--- src/rtl/exc_sequencer_pkg.sv ---
// Shared types and constants for the LEGv8 exception/interrupt sequencer.
package exc_sequencer_pkg;

    typedef enum logic [1:0] {
        RUN     = 2'd0,
        HANDLER = 2'd1,
        HALT    = 2'd2
    } exc_state_t;

    localparam logic [3:0] ESR_NONE         = 4'd0;
    localparam logic [3:0] ESR_BAD_OPCODE   = 4'd1;
    localparam logic [3:0] ESR_IRQ          = 4'd2;
    localparam logic [3:0] ESR_DOUBLE_FAULT = 4'd3;
    localparam logic [3:0] ESR_BAD_ERET     = 4'd4;

    localparam logic [63:0] VECTOR_ADDR_DEFAULT = 64'h0000_0000_0000_00D8;
    localparam int unsigned IRQ_GRACE_DEFAULT   = 1;

endpackage

--- src/rtl/exc_sequencer_if.sv ---
// Bundle between the core (decoder, PC mux, IRQ source) and the exception sequencer.
interface exc_sequencer_if;

    logic [63:0] pc_i;
    logic        not_an_instr_i;
    logic        eret_i;
    logic        irq_req_i;
    logic        irq_ack_o;
    logic        exc_o;
    logic [63:0] vector_o;
    logic [63:0] elr_o;
    logic [3:0]  esr_o;
    logic        in_handler_o;
    logic        halted_o;

    modport master (
        output pc_i, not_an_instr_i, eret_i, irq_req_i,
        input  irq_ack_o, exc_o, vector_o, elr_o, esr_o, in_handler_o, halted_o
    );

    modport slave (
        input  pc_i, not_an_instr_i, eret_i, irq_req_i,
        output irq_ack_o, exc_o, vector_o, elr_o, esr_o, in_handler_o, halted_o
    );

endinterface

--- src/rtl/exc_sequencer.sv ---
// Exception/interrupt sequencer: redirects fetch to the handler vector on invalid
// opcodes, stray ERETs and IRQs, holds ELR/ESR, masks nested events and halts on
// a fault inside the handler.
module exc_sequencer
    import exc_sequencer_pkg::*;
#(
    parameter logic [63:0] VECTOR_ADDR = VECTOR_ADDR_DEFAULT,
    parameter int unsigned IRQ_GRACE   = IRQ_GRACE_DEFAULT
) (
    input  logic            clk,
    input  logic            reset,
    exc_sequencer_if.slave  bus
);

    localparam logic [2:0] GRACE_LOAD = 3'(IRQ_GRACE);

    exc_state_t  r_state;
    exc_state_t  w_nextState;
    logic [63:0] r_elr;
    logic [3:0]  r_esr;
    logic [2:0]  r_graceCnt;

    logic        w_exc;
    logic        w_irqAck;
    logic        w_capture;
    logic [3:0]  w_esrNext;
    logic        w_loadGrace;
    logic        w_irqTakeable;

    assign w_irqTakeable = bus.irq_req_i && (r_graceCnt == 3'd0);

    // State register; a synchronous reset from any state lands in RUN.
    always_ff @(posedge clk) begin
        if (reset) begin
            r_state <= RUN;
        end else begin
            r_state <= w_nextState;
        end
    end

    // Next-state selection with invalid opcode taking priority over ERET over IRQ.
    always_comb begin
        w_nextState = r_state;
        case (r_state)
            RUN: begin
                if (bus.not_an_instr_i || bus.eret_i || w_irqTakeable) begin
                    w_nextState = HANDLER;
                end
            end
            HANDLER: begin
                if (bus.not_an_instr_i) begin
                    w_nextState = HALT;
                end else if (bus.eret_i) begin
                    w_nextState = RUN;
                end
            end
            HALT: begin
                w_nextState = HALT;
            end
            default: begin
                w_nextState = RUN;
            end
        endcase
    end

    // Per-cycle pulses and capture controls; everything is quiet while reset is held.
    always_comb begin
        w_exc       = 1'b0;
        w_irqAck    = 1'b0;
        w_capture   = 1'b0;
        w_esrNext   = r_esr;
        w_loadGrace = 1'b0;
        if (!reset) begin
            case (r_state)
                RUN: begin
                    if (bus.not_an_instr_i) begin
                        w_exc     = 1'b1;
                        w_capture = 1'b1;
                        w_esrNext = ESR_BAD_OPCODE;
                    end else if (bus.eret_i) begin
                        w_exc     = 1'b1;
                        w_capture = 1'b1;
                        w_esrNext = ESR_BAD_ERET;
                    end else if (w_irqTakeable) begin
                        w_exc     = 1'b1;
                        w_irqAck  = 1'b1;
                        w_capture = 1'b1;
                        w_esrNext = ESR_IRQ;
                    end
                end
                HANDLER: begin
                    if (bus.not_an_instr_i) begin
                        w_capture = 1'b1;
                        w_esrNext = ESR_DOUBLE_FAULT;
                    end else if (bus.eret_i) begin
                        w_loadGrace = 1'b1;
                    end
                end
                default: begin
                    w_exc = 1'b0;
                end
            endcase
        end
    end

    // ELR/ESR capture on event transitions and the post-ERET IRQ grace countdown.
    always_ff @(posedge clk) begin
        if (reset) begin
            r_elr      <= 64'd0;
            r_esr      <= ESR_NONE;
            r_graceCnt <= 3'd0;
        end else begin
            if (w_capture) begin
                r_elr <= bus.pc_i;
                r_esr <= w_esrNext;
            end
            if (w_loadGrace) begin
                r_graceCnt <= GRACE_LOAD;
            end else if ((r_state == RUN) && (r_graceCnt != 3'd0)) begin
                r_graceCnt <= r_graceCnt - 3'd1;
            end
        end
    end

    assign bus.exc_o        = w_exc;
    assign bus.irq_ack_o    = w_irqAck;
    assign bus.vector_o     = VECTOR_ADDR;
    assign bus.elr_o        = r_elr;
    assign bus.esr_o        = r_esr;
    assign bus.in_handler_o = (r_state == HANDLER);
    assign bus.halted_o     = (r_state == HALT);

endmodule

--- src/flat_wrapper.sv ---
// flat-port wrapper written by rule: the top's interface ports become plain ports
module exc_sequencer_flat import exc_sequencer_pkg::*;
#(
    parameter logic [63:0] VECTOR_ADDR = VECTOR_ADDR_DEFAULT,
    parameter int unsigned IRQ_GRACE   = IRQ_GRACE_DEFAULT
)
  (clk, reset, bus_pc_i, bus_not_an_instr_i, bus_eret_i, bus_irq_req_i, bus_irq_ack_o, bus_exc_o, bus_vector_o, bus_elr_o, bus_esr_o, bus_in_handler_o, bus_halted_o);
  exc_sequencer_if bus_i ();
  input  logic clk;
  input  logic reset;
  input wire logic [$bits(bus_i.pc_i)-1:0] bus_pc_i;
  input wire logic [$bits(bus_i.not_an_instr_i)-1:0] bus_not_an_instr_i;
  input wire logic [$bits(bus_i.eret_i)-1:0] bus_eret_i;
  input wire logic [$bits(bus_i.irq_req_i)-1:0] bus_irq_req_i;
  output wire logic [$bits(bus_i.irq_ack_o)-1:0] bus_irq_ack_o;
  output wire logic [$bits(bus_i.exc_o)-1:0] bus_exc_o;
  output wire logic [$bits(bus_i.vector_o)-1:0] bus_vector_o;
  output wire logic [$bits(bus_i.elr_o)-1:0] bus_elr_o;
  output wire logic [$bits(bus_i.esr_o)-1:0] bus_esr_o;
  output wire logic [$bits(bus_i.in_handler_o)-1:0] bus_in_handler_o;
  output wire logic [$bits(bus_i.halted_o)-1:0] bus_halted_o;
  assign bus_i.pc_i = bus_pc_i;
  assign bus_i.not_an_instr_i = bus_not_an_instr_i;
  assign bus_i.eret_i = bus_eret_i;
  assign bus_i.irq_req_i = bus_irq_req_i;
  assign bus_irq_ack_o = bus_i.irq_ack_o;
  assign bus_exc_o = bus_i.exc_o;
  assign bus_vector_o = bus_i.vector_o;
  assign bus_elr_o = bus_i.elr_o;
  assign bus_esr_o = bus_i.esr_o;
  assign bus_in_handler_o = bus_i.in_handler_o;
  assign bus_halted_o = bus_i.halted_o;
  exc_sequencer #(.VECTOR_ADDR(VECTOR_ADDR), .IRQ_GRACE(IRQ_GRACE)) u_core (.clk(clk), .reset(reset), .bus(bus_i));
endmodule
--- config.mk ---
export PLATFORM = sky130hd
export DESIGN_NAME = exc_sequencer_flat
export DESIGN_NICKNAME = d
export VERILOG_FILES = /design/src/rtl/exc_sequencer_pkg.sv /design/src/rtl/exc_sequencer_if.sv /design/src/rtl/exc_sequencer.sv /design/src/flat_wrapper.sv
export SDC_FILE = /design/constraint.sdc
export NUM_CORES = 1
export LEC_CHECK = 0
export CORE_MARGIN = 10
export CORE_UTILIZATION = 30
export CTS_BUF_LIST = sky130_fd_sc_hd__clkbuf_8
export DETAILED_ROUTE_END_ITERATION = 6
export HOLD_SLACK_MARGIN = 0.03
export PLACE_DENSITY_LB_ADDON = 0.08
export SYNTH_ARGS = -nofsm -noshare
export SYNTH_HDL_FRONTEND = slang
export SYNTH_SLANG_ARGS = --single-unit
--- constraint.sdc ---
create_clock -name clk -period 2.3 [get_ports clk]
set_input_delay 0.46 -clock clk [delete_from_list [all_inputs] [get_ports clk]]
set_output_delay 0.46 -clock clk [all_outputs]
set_load 0.02 [all_outputs]
-- Word-level counts from Yosys, hierarchy flattened
Cells that the tools add are included.
- equality and inequality tests: 6
- reductions and logical operators: 12
- muxes and demuxes: 27
- $add $sub $neg: 1
- operator list (kind ; count):
    1-bit 2-to-1 mux ; 17
    4-bit 2-to-1 mux ; 4
    4-bit case mux with 2 select lines ; 1
    2-bit 2-to-1 mux ; 3
    2-bit case mux with 3 select lines ; 1
    4-bit by 3-bit != test with 1-bit output (second input constant) ; 1
    4-bit AND reduction ; 1
    2-bit nonzero test ; 2
    3-bit logical NOT ; 1
    3-bit != test (second input constant) ; 1
    3-bit nonzero test ; 1
    3-bit by 1-bit subtractor with 3-bit output (second input constant) ; 1
    2-bit by 1-bit equality test with 1-bit output (second input constant) ; 1
    2-bit equality test (second input constant) ; 1
    1-bit logical AND ; 2
    2-bit logical NOT ; 1
    1-bit logical OR ; 2
    2-bit by 1-bit != test with 1-bit output (second input constant) ; 1
    2-bit != test (second input constant) ; 1
    1-bit case mux with 2 select lines ; 1
    2-bit AND reduction ; 1
    2-bit OR reduction ; 1
- word-level logic and storage cells: 51
- input port bits: 69
- register bits: 73
- output and inout bits: 136

-- Depth between registers and ports, before layout
Gate-level depths: netlist of run 1.
- word-level depth: 8
- depth in mapped cells: 7

-- Worst setup path after synthesis of run 1
OpenSTA, ideal clock, no wires.
- kind: input to output
- from: in bus_not_an_instr_i
- to: out bus_irq_ack_o
- required time: 1840 ps
- path slack: 519 ps
- data arrival time: 1321 ps
- cell stages on the path: 3
- path through: or2_1 -> buf_2 -> nor3_1
- cells in the longest elaborated chain, start to end: 3
- RTL lines (item ; RTL line ; source):
    start, declared ; flat_wrapper.sv:12 ; input wire logic [$bits(bus_i.not_an_instr_i)-1:0] bus_not_an_instr_i;
    1-bit 2-to-1 mux ; exc_sequencer.sv:76 ; if (bus.not_an_instr_i) begin
    1-bit 2-to-1 mux ; exc_sequencer.sv:74 ; case (r_state)
    1-bit 2-to-1 mux ; exc_sequencer.sv:73 ; if (!reset) begin
    end, declared ; flat_wrapper.sv:15 ; output wire logic [$bits(bus_i.irq_ack_o)-1:0] bus_irq_ack_o;
No other way between the ends.

-- Final worst setup path of run 1
- from: reg u_core.r_state[0]
- to: out bus_in_handler_o
- cells in the longest elaborated chain, start to end: 1
- RTL lines (item ; RTL line ; source):
    start, declared ; exc_sequencer.sv:17 ; exc_state_t r_state;
    start signal, assigned ; exc_sequencer.sv:37 ; r_state <= w_nextState;
    2-bit by 1-bit equality test with 1-bit output ; exc_sequencer.sv:130 ; assign bus.in_handler_o = (r_state == HANDLER);
    end, declared ; flat_wrapper.sv:20 ; output wire logic [$bits(bus_i.in_handler_o)-1:0] bus_in_handler_o;
No other way between the ends.

==> summary.txt, run 1 <==
Run status
  • Status: complete, no violations

Clock tree
  • CTS H-Tree Depth: 3
  • Clk slew on worst S/H paths: 0.08 ns
  • Worst-Skew Late Latency: ~0.35 ns
  • Clk buf depth: 2
  • Setup bufs post-CTS: 0
  • TritonCTS clock tree: built
  • CTS Root Cell: clkbuf_8
  • CTS Buf Count: 9
  • Clock Sinks: between 70 and 80

Finish
  • Multi-input logic area: approximately 1800 um^2
  • Antenna Diode Count: 0
  • Final core occ: 0.432
  • Area Overhead vs Synth: 41.5%
  • Layout cells sized above 1: 0.177
  • Design Area, Final: 5170 um^2
  • Final Non-Filler Cells: between 600 and 700
  • FILL cells: 1152
  • Storage cell area: between 1000 and 1500 um^2
  • Final #Nets: 540

Logic synthesis
  • Leading area contributor after synthesis: dfxtp_1
  • Syn_area_per_cell: around 11 um^2
  • Top-area cell type share of the netlist area: 0.395
  • Synth cell types: 36
  • Register area share after synthesis: 0.395
  • Synth Cell Area: approximately 3700 um^2
  • Seq cells post-synth: 72
  • Synth warnings: 0
  • Synth area leaders: dfxtp_1 39%, mux2_4 16%, buf_4 13%, nor2b_1 10%, mux2_2 4.6%
  • Cells after Synth: between 300 and 400

Timing
  • Max-slew headroom: 0.497
  • Clock Skews: approximately 0.0068 ns
  • Unrepaired setup endpoints after global routing: false
  • Final Critical Period: around 2.1 ns
  • Fin. Hold Viols: 0
  • Max frequency: roughly 470 MHz
  • Worst-Margin Slew: ~0.75 ns
  • Min setup slack post-route: around 0.15 ns
  • Pins over their slew limit: 0
  • Final setup vio count: 0
  • Tcrit/Tclk final: 0.933

Power
  • PwrDens: roughly 830 nW/um^2
  • Total Power: between 4 and 5 mW
  • Maximum vdd drop: between 0.0003 and 0.0004 V
  • Leakage power: between 2 and 2.5 nW

Worst setup path
  • Worst Path Buf+Inv: 2
  • Crit path max fanout: 10
  • R2R Path End: u_core.bus.elr_o[63]
  • Crit. End Element: primary output
  • Worst stage delay on the critical path: between 0.6 and 0.7 ns
  • Critical path class: flop to primary output
  • Cells on worst reg2reg path: 7
  • Register-to-Register Setup Slack: between 0.3 and 0.4 ns
  • Crit path max-delay family: buffers and inverters
  • Slowest stage cell, crit path: clkdlybuf4s50_1
  • CP cell instances: buf_4, nor2b_1, clkdlybuf4s50_1
  • Crit. Startpoint: u_core.r_state[0]
  • Worst flop-to-flop path startpoint: u_core.r_graceCnt[0]
  • CP required: about 1.8 ns
  • WP data arrival: 1.69 ns
  • Crit start category: flop

Floorplan
  • Core area: about 12000 um^2
  • Die ar.: approximately 17000 um^2
  • Die height: about 130 um
  • Starting density of the core: 0.305
  • FP Rows: 40
  • DIE WIDTH: around 130 um
  • Io pins: slightly above 200

GRT
  • Antenna violations before repair: 1
  • Aggregate global-route resource usage: 0.109
  • First-pass GRT wire length: 14.2 mm
  • Grt total ovfl: 0
  • Vias in the first global route: 2550
  • Largest net degree at the start of global routing: 69

Route
  • Post-Route WL: around 9.6 mm
  • Vias: around 2500
  • Drt wl/cell: about 15 um
  • Post-route ant nets: 0
  • Vias per std cell: 4.00
  • DRT iter0 DRCs: between 100 and 150
  • DRC violations left: 0
  • 1st-pass router iterations: 3

Placement
  • DP Area: between 4000 and 5000 um^2
  • Port Buffer Count: between 100 and 150
  • Placed Cells: between 600 and 700
  • Routability cong.: ~0.73
  • Pre-CTS setup slack: -0.125 ns
  • Post-DP HPWL: roughly 7.2 mm

Worst hold path
  • Worst hold start: reset
  • Hold WC Path Type: input port to flop
  • Hold Path Depth: 3
  • Hold worst-path end: u_core.r_graceCnt[0]

Flow run
  • Max-cap violations: 0
layout make-up:
cell class,instances,share of cell area
Clock inverter,5,0.0153
Tap cell,147,0.0356
Sequential cell,72,0.279
Clock buffer,11,0.0293
Inverter,5,0.00363
Multi-Input combinational cell,231,0.348
Timing Repair Buffer,150,0.289
flip-flops by register name, indices dropped and copies added (netlist names):
signal             count
u_core.bus.elr_o      64
u_core.bus.esr_o       3
u_core.r_state         2
u_core.r_graceCnt      3
cell usage in the layout, fill, tap and decap left out, types with 2 or more instances in the layout:
master,n
nand3b_1,2
o31a_1,2
clkinv_2,2
nand2b_1,2
mux2_1,9
nor4bb_1,2
nor3_1,4
mux2_2,15
and2b_1,7
ha_1,2
buf_4,9
conb_1,65
mux2_4,40
inv_1,5
dfxtp_1,72
bufinv_16,2
nor2_1,6
nor2b_1,60
clkdlybuf4s50_1,136
buf_12,2
clkbuf_8,11
layer usage:
layer	up-vias	GRT usage	wire, um	part of all wire
met5	-	0	0	0
met3	11	0.0629	1470	0.15
li1	1222	-	-	-
met1	1133	0.119	3610	0.38
met2	118	0.166	4340	0.45
met4	0	0.0556	180	0.019
per-stage QoR:
| step | setup TNS [ns] | hold WS (ns) |
|---|---|---|
| floorplan | 0 | 0.472 |
| global placement | -0.443 | 0.461 |
| detailed placement | -0.379 | 0.470 |
| CTS | 0 | 0.438 |
| global route | 0 | 0.469 |
| finish | 0 | 0.452 |
power by group:
| group | total [mW] | leakage [nW] | internal, mW | switching (mW) |
|---|---|---|---|---|
| sequential | 1.55 | 0.599 | 1.46 | 0.0968 |
| combinational | 1.58 | 1.56 | 0.843 | 0.739 |
| clock | 1.16 | 0.119 | 0.668 | 0.492 |
worst max-delay path by stage:
stage	end	slack, ns	cells past startpoint
floorplan	bus_irq_ack_o	0.52	3
global placement	bus_irq_ack_o	-0.15	4
detailed placement	bus_irq_ack_o	-0.12	4
CTS	bus_halted_o	0.12	3
global route	bus_irq_ack_o	0.01	5
finish	bus_in_handler_o	0.15	3
synth_stat cells (all sizes together):
cell and n:
nand3b 2, ha 2, a2111oi 1, nand2b 2, and3b 1, inv 5
o221ai 1, o22ai 1, clkbuf 9, nor4bb 2, o21a 1, a21oi 1
o31a 2, dfxtp 72, o21ai 1, nor2b 60, a32o 1, nand2 1
and2b 7, a21boi 1, mux2 64, buf 73, conb 2, or2 1
nand3 1, o211a 1, a221oi 1, nor2 6, nor3 4, nor4 1
logic make-up after synthesis:
| family | count (synthesis) | share of synthesized area |
|---|---|---|
| flip-flops | 72 | 0.395 |
| adder cells (fa/ha/maj) | 2 | 0.00685 |
| buffers and inverters | 87 | 0.180 |
| AO/OA/AOI/OAI | 12 | 0.0278 |
| multiplexers | 64 | 0.239 |
| AND/OR/NAND/NOR | 88 | 0.150 |
| other | 2 | 0.00206 |
repair_timing:
item	CTS	global route
cloned	0	0
pin swaps	0	0
resized for setup	2	1
setup endpoints to repair	2	1
hold buffers	0	0
worst reg2reg max path: stages (launching register included):
cell and delay (ns):
dfxtp_1 0.35, inv_1 0.07, ha_1 0.25, and3b_1 0.20, buf_4 0.15, o221ai_4 0.22
buf_12 0.27, mux2_2 0.38
Power figures use the tool's default switching activity.
==> inputs of run 2 (changes only) <==
- SLEW_MARGIN: unset -> 20
==> results of run 2 <==
The final DEF is identical to that of run 1; final timing and power are the same.
==> inputs of run 3 (changes only) <==
- SLEW_MARGIN: 20 -> unset
==> results of run 3 <==
The final DEF is identical to that of run 1; final timing and power are the same.
